File: src/rtl/uart_tx.sv
// uart_tx: UART serialiser with 1 start bit, N_DATA data bits (LSB first)
// and an SB_TICK-long stop period, timed by a 16x oversampling s_tick.
// tx_done is a level handshake held until tx_start is seen low.
module uart_tx #(
    parameter int unsigned N_DATA  = 8,
    parameter int unsigned SB_TICK = 16
) (
    input  logic              clk,
    input  logic              rst_n,
    input  logic              s_tick,
    input  logic              tx_start,
    input  logic [N_DATA-1:0] tx_dato_in,
    output logic              tx_done,
    output logic              tx_busy,
    output logic              tx
);

    localparam int unsigned TICK_W   = 5;
    localparam int unsigned BIT_W    = 3;
    localparam int unsigned STATE_W  = 3;
    localparam int unsigned BIT_LAST = 15;

    typedef enum logic [STATE_W-1:0] {
        IDLE  = 3'd0,
        START = 3'd1,
        DATA  = 3'd2,
        STOP  = 3'd3,
        DONE  = 3'd4
    } state_t;

    state_t              state_q, state_d;
    logic [TICK_W-1:0]   tick_q, tick_d;
    logic [BIT_W-1:0]    bit_q, bit_d;
    logic [N_DATA-1:0]   shift_q, shift_d;
    logic                tx_d, done_d, busy_d;

    // State, datapath and registered outputs
    always_ff @(posedge clk or negedge rst_n) begin
        if (!rst_n) begin
            state_q <= IDLE;
            tick_q  <= '0;
            bit_q   <= '0;
            shift_q <= '0;
            tx      <= 1'b1;
            tx_done <= 1'b0;
            tx_busy <= 1'b0;
        end else begin
            state_q <= state_d;
            tick_q  <= tick_d;
            bit_q   <= bit_d;
            shift_q <= shift_d;
            tx      <= tx_d;
            tx_done <= done_d;
            tx_busy <= busy_d;
        end
    end

    // Next state and datapath; counters only move on s_tick
    always_comb begin
        state_d = state_q;
        tick_d  = tick_q;
        bit_d   = bit_q;
        shift_d = shift_q;
        case (state_q)
            IDLE: begin
                if (tx_start) begin
                    shift_d = tx_dato_in;
                    tick_d  = '0;
                    state_d = START;
                end
            end
            START: begin
                if (s_tick) begin
                    if (tick_q == TICK_W'(BIT_LAST)) begin
                        tick_d  = '0;
                        bit_d   = '0;
                        state_d = DATA;
                    end else begin
                        tick_d = tick_q + TICK_W'(1);
                    end
                end
            end
            DATA: begin
                if (s_tick) begin
                    if (tick_q == TICK_W'(BIT_LAST)) begin
                        tick_d  = '0;
                        shift_d = {1'b0, shift_q[N_DATA-1:1]};
                        if (bit_q == BIT_W'(N_DATA - 1)) begin
                            state_d = STOP;
                        end else begin
                            bit_d = bit_q + BIT_W'(1);
                        end
                    end else begin
                        tick_d = tick_q + TICK_W'(1);
                    end
                end
            end
            STOP: begin
                if (s_tick) begin
                    if (tick_q == TICK_W'(SB_TICK - 1)) begin
                        tick_d  = '0;
                        state_d = DONE;
                    end else begin
                        tick_d = tick_q + TICK_W'(1);
                    end
                end
            end
            DONE: begin
                if (!tx_start) begin
                    state_d = IDLE;
                end
            end
            default: begin
                state_d = IDLE;
            end
        endcase
    end

    // Output decode from the upcoming state so outputs register with it
    always_comb begin
        tx_d   = 1'b1;
        done_d = 1'b0;
        busy_d = 1'b0;
        case (state_d)
            START: begin
                tx_d   = 1'b0;
                busy_d = 1'b1;
            end
            DATA: begin
                tx_d   = shift_d[0];
                busy_d = 1'b1;
            end
            STOP: begin
                busy_d = 1'b1;
            end
            DONE: begin
                done_d = 1'b1;
            end
            default: begin
                tx_d = 1'b1;
            end
        endcase
    end

endmodule

File: config.mk
export PLATFORM = sky130hd
export DESIGN_NAME = uart_tx
export DESIGN_NICKNAME = d
export VERILOG_FILES = /design/src/rtl/uart_tx.sv
export SDC_FILE = /design/constraint.sdc
export NUM_CORES = 1
export LEC_CHECK = 0
export BUFFER_PORTS_ARGS = -buffer_cell sky130_fd_sc_hd__buf_2
export CORE_MARGIN = 2
export CORE_UTILIZATION = 30
export DETAILED_ROUTE_END_ITERATION = 8
export PLACE_DENSITY_LB_ADDON = 0.25
export SYNTH_ARGS = -nofsm -noshare
export SYNTH_HDL_FRONTEND = slang
export SYNTH_SLANG_ARGS = --single-unit
File: constraint.sdc
create_clock -name clk -period 3.6 [get_ports clk]
set_input_delay 0.72 -clock clk [delete_from_list [all_inputs] [get_ports clk]]
set_output_delay 0.72 -clock clk [all_outputs]
set_load 0.01 [all_outputs]
## Yosys cells after proc, flatten, opt, wreduce, memory -nomap -nowiden

Cells that the tools add are included.
W data, S select, Z words.

| word-level totals | value |
|---|---|
| flip-flop bits (word level) | 22 |

| cells by class | value |
|---|---|
| add/sub/neg operators | 2 |
| eq/ne operators | 17 |
| mux-type cells | 27 |
| reductions and logical operators | 9 |

Operators with widths:

| operator | count |
|---|---|
| $mux W3 | 14 |
| $mux W8 | 3 |
| $pmux W8 S2 | 1 |
| $mux W5 | 3 |
| $pmux W3 S5 | 1 |
| $eq A3 B2 Y1 const B | 4 |
| $ne A2 B2 Y1 const B | 6 |
| $pmux W5 S2 | 1 |
| $eq A3 B3 Y1 const B | 3 |
| $eq A3 B1 Y1 const B | 2 |
| $pmux W3 S2 | 1 |
| $reduce_and A6 Y1 | 1 |
| $reduce_bool A2 Y1 | 3 |
| $reduce_or A3 Y1 | 2 |
| $add A5 B1 Y5 const B | 1 |
| $eq A5 B4 Y1 const B | 1 |
| $reduce_and A4 Y1 | 1 |
| $add A3 B1 Y3 const B | 1 |
| $logic_not A3 Y1 | 1 |
| $reduce_and A3 Y1 | 1 |
| $mux W1 | 2 |
| $ne A2 B1 Y1 const B | 1 |
| $pmux W1 S2 | 1 |

## Depth between registers and ports, before layout

| logic depth | value |
|---|---|
| depth after elaboration | 8 |
| gate-level depth with buffers | 7 |
| gate-level depth less buffers | 6 |

## Least setup slack after synthesis

OpenSTA, ideal clock, no wires.

| timing path | value |
|---|---|
| path kind | register to register |
| start | register bit_q[0] |
| end | register tx |
| data arrival time | 1506 ps |
| setup slack | 2007 ps |
| cell stages (with the launch flop) | 7 |
| path buffers | 0 |
| clock period less this slack | 1593 ps |
| path through | dfrtp_1 > ha_1 > ha_1 > and3_1 > a211oi_2 > o221a_1 > a31oi_1 |

| on the way | value |
|---|---|
| longest elaborated chain between the ends | 7 |
| elaborated cells on any way between the ends | 8 |
| those cells by class | 3 x eq/ne; 5 x mux |

RTL lines:

| item | line | source |
|---|---|---|
| from (decl) | 33 | `logic [BIT_W-1:0] bit_q, bit_d;` |
| from (signal assigned) | 50 | `bit_q <= bit_d;` |
| $eq A3 B3 Y1 * | 88 | `if (bit_q == BIT_W'(N_DATA - 1)) begin` |
| $mux W3 * | 88 |  |
| $mux W3 * | 85 | `if (tick_q == TICK_W'(BIT_LAST)) begin` |
| $mux W3 * | 84 | `if (s_tick) begin` |
| $pmux W3 S5 * | 64 | `case (state_q)` |
| $eq A3 B2 Y1 or $eq A3 B1 Y1 (tied branches) | 124 | `case (state_d)` |
| $pmux W1 S2 * | 124 |  |
| via tx_d | 35 | `logic tx_d, done_d, busy_d;` |
| to (signal assigned) | 52 | `tx <= tx_d;` |
| to (decl) | 15 | `output logic tx` |

Mark *: on every way through the listed nets, which the timed path passes. The rest lies on a longest branch.
A chain may end at the register's enable or synchronous reset.

## Worst setup path in the final report

| timing path | value |
|---|---|
| start | register tick_q[0] |
| end | register tx |

| on the way | value |
|---|---|
| longest elaborated chain between the ends | 6 |
| elaborated cells on any way between the ends | 14 |
| those cells by class | 3 x eq/ne; 11 x mux |

RTL lines:

| item | line | source |
|---|---|---|
| from (decl) | 32 | `logic [TICK_W-1:0] tick_q, tick_d;` |
| from (signal assigned) | 49 | `tick_q <= tick_d;` |
| $eq A5 B4 Y1 * | 74, 85, 100 |  |
| $mux W3, on equally long branches | 100, 74, 85 |  |
| $mux W3, on equally long branches | 99, 73, 84 |  |
| $pmux W3 S5 | 64 |  |
| $eq A3 B2 Y1 or $eq A3 B1 Y1 (tied branches) | 124 |  |
| $pmux W1 S2 * | 124 |  |
| via tx_d | 35 |  |

Mark *: on every way through the listed nets, which the timed path passes. The rest lies on a longest branch. The select of a mux whose other input is x is not followed.

==> reports/results.ini <==
[worst_setup_path]
worstPathRequired_ns=3.79
startpoint_type=flop
worstRegToRegCells=5
crit_start=tick_q[0]
max_stage_delay_ns=0.45
crit_path_end_kind=flop
crit_path_cell_trace=ha_1 -> and4b_1 -> and3_1 -> a22oi_2 -> a31oi_1
cpMaxStageDelayCell=and4b_1
cp_num_cells=5
path_buf_inv=0
cp_top_family=simple AND/OR/NAND/NOR gates
r2r_start=tick_q[0]
critPathArrivalTime_ns=2.06
path_class=reg2reg
worst-path-max-fanout=10

[synthesis]
synth_cells=113
synth_area_leaders=dfrtp_1 44%, nand2_1 7.0%, a22oi_1 3.8%
synth_top_area_cell=dfrtp_1
synth_area_um2=1180
ys_async_sr_fraction=1.00
synth_nets=128
seq_area_frac_synth=0.466
yosysUniqueCellTypes=42
synth_top_area_frac=0.444
synth_commonest_cells=22 x nand2_1, 21 x dfrtp_1, 6 x a22oi_1
ys_warn_count=0
synth_ff_type=dfrtp_1
ys_ff_latch=22
synth_edf_count=0
yosysMostFrequentCell=nand2_1
avgSynthCellArea_um2=10.5

[clock_tree]
post_cts_resized=0
cts_setup_buffers=0
cts_max_level=1
cts-root-buf=clkbuf_8
cts_tree=built
insertion_delay_ns=0.26
cts.sinks=22
cts.clk_slew.worst_paths_ns=0.08
numCtsBuffers=3
cts_buffer_depth=2
ctsHoldBuffers=0

[cells_and_area]
antenna-diode-count=0
area_delta_synth_final_pct=10.8
layout.nets=141
final_cells=173
fillers=378
drive_gt1_frac=0.240
fin_area_um2=1310

[route]
ant_nets=0
routed_wl_um=2100
drtIter0Drc=23
vias_per_cell=4.90
num_vias=847
drc=0
routedWlPerCell_um=12.1
first_pass_iters=4

[pwr]
p_leak_nw=0.621
peakVddDrop_uv=161
p_sw_frac=0.364
power.switching_uw=337
p_comb_frac=0.338
pwr-share-seq=0.472
power_frac_clock=0.190
power_uw=926
intPower_uw=589
power.density_nw_per_um2=706

[place]
post_dp_cell_area_um2=1260
dpl.cell_count=169
gp_congestion=0.803
placement.io_buffers=14
hpwl_um=1560

[run]
drv_cap=0

[min_path]
hp-class=in2async

[grt]
antenna_found_initial=0
grt_pass1_wl_um=3690
grt_max_degree=23
grt.overflow.total=0
first_global_vias=857
grt_use_total=0.109

[timing]
finalSetupViolations=0
relSlewSlack=0.512
clock.fmax_mhz=534
clock_skew_ns=0.00512
rsz0062_at_grt=false
tns_ns=0
slew_viol_final=0
finalHoldWorstSlack_ns=0.412
min_period_over_period=0.520
worstMarginPinSlew_ns=0.729
final-hold-violation-count=0
layout_min_cycle_time_ns=1.87

[floorplan]
num_rows=22
start_util=0.319
die_h_um=66.8
fp.coreArea_um2=3720
chipWidth_um=66.8
die_area_um2=4470
ios=15

[run_status]
status=complete, no violations

## metrics by stage
stage	util	setup slack [ns]
2_1_floorplan	-	2.01
3_3_place_gp	0.338	1.67
3_5_place_dp	0.338	1.66
4_1_cts	0.353	1.71
5_1_grt	0.353	1.57
6_report	0.353	1.73
## worst paths after layout
path	to	slack, ns
max	tx	1.73
min	shift_q[5]	0.41
max reg2reg	tx	1.73
min reg2reg	shift_q[0]	0.48
max in group asynchronous	tx	2.83
min in group clk	shift_q[0]	0.48
## flip-flops by register name, indices dropped and copies added, names as in the netlist
| register | count |
|---|---|
| bit_q | 3 |
| shift_q | 8 |
| state_q | 3 |
| tick_q | 5 |
| tx | 1 |
| tx_busy | 1 |
| tx_done | 1 |
## layer usage
| metal | wire length, um | share of wire | track usage |
|---|---|---|---|
| met5 | 0 | 0 | 0 |
| met4 | 39 | 0.019 | 0.0459 |
| met3 | 50 | 0.024 | 0.0203 |
| met2 | 983 | 0.47 | 0.186 |
| met1 | 1020 | 0.49 | 0.134 |
## placed cells by master, fill, tap and decap left out, types with 3 or more instances in the layout
master	synthesis	final
a22oi_1	6	6
nand2_1	22	22
o21ai_1	3	3
and3_1	3	3
dfrtp_1	21	21
inv_1	4	4
nor2_1	4	4
nand2b_1	3	3
ha_1	3	3
buf_2	1	14
clkbuf_8	0	4
## power by group through the flow
stage	combinational (mW)	clock [mW]	sequential [mW]
detailed placement	0.319	0	0.443
finish	0.314	0.176	0.437
global route	0.365	0.194	0.451
CTS	0.320	0.182	0.439
floorplan	0.302	0	0.402
global placement	0.306	0	0.440
## layout make-up
class                      count  area, um2  share of cell area
sequential                    22        552               0.420
inverter                       4       15.0              0.0114
multi-input combinational     81        561               0.427
clock buffer                   4       55.1              0.0419
tap                           48       60.1              0.0458
timing repair buffer          14       70.1              0.0534
## cells by family (layout without fill, tap and decap cells)
family	Yosys count	after routing	share of synthesized area
adder cells (fa/ha/maj)	3	3	0.0317
AND/OR/NAND/NOR	47	47	0.225
AO/OA/AOI/OAI	28	28	0.190
flip-flops	22	22	0.466
buffers and inverters	10	22	0.0612
multiplexers	3	3	0.0264
Note: power is estimated with default switching activity, not from simulation.
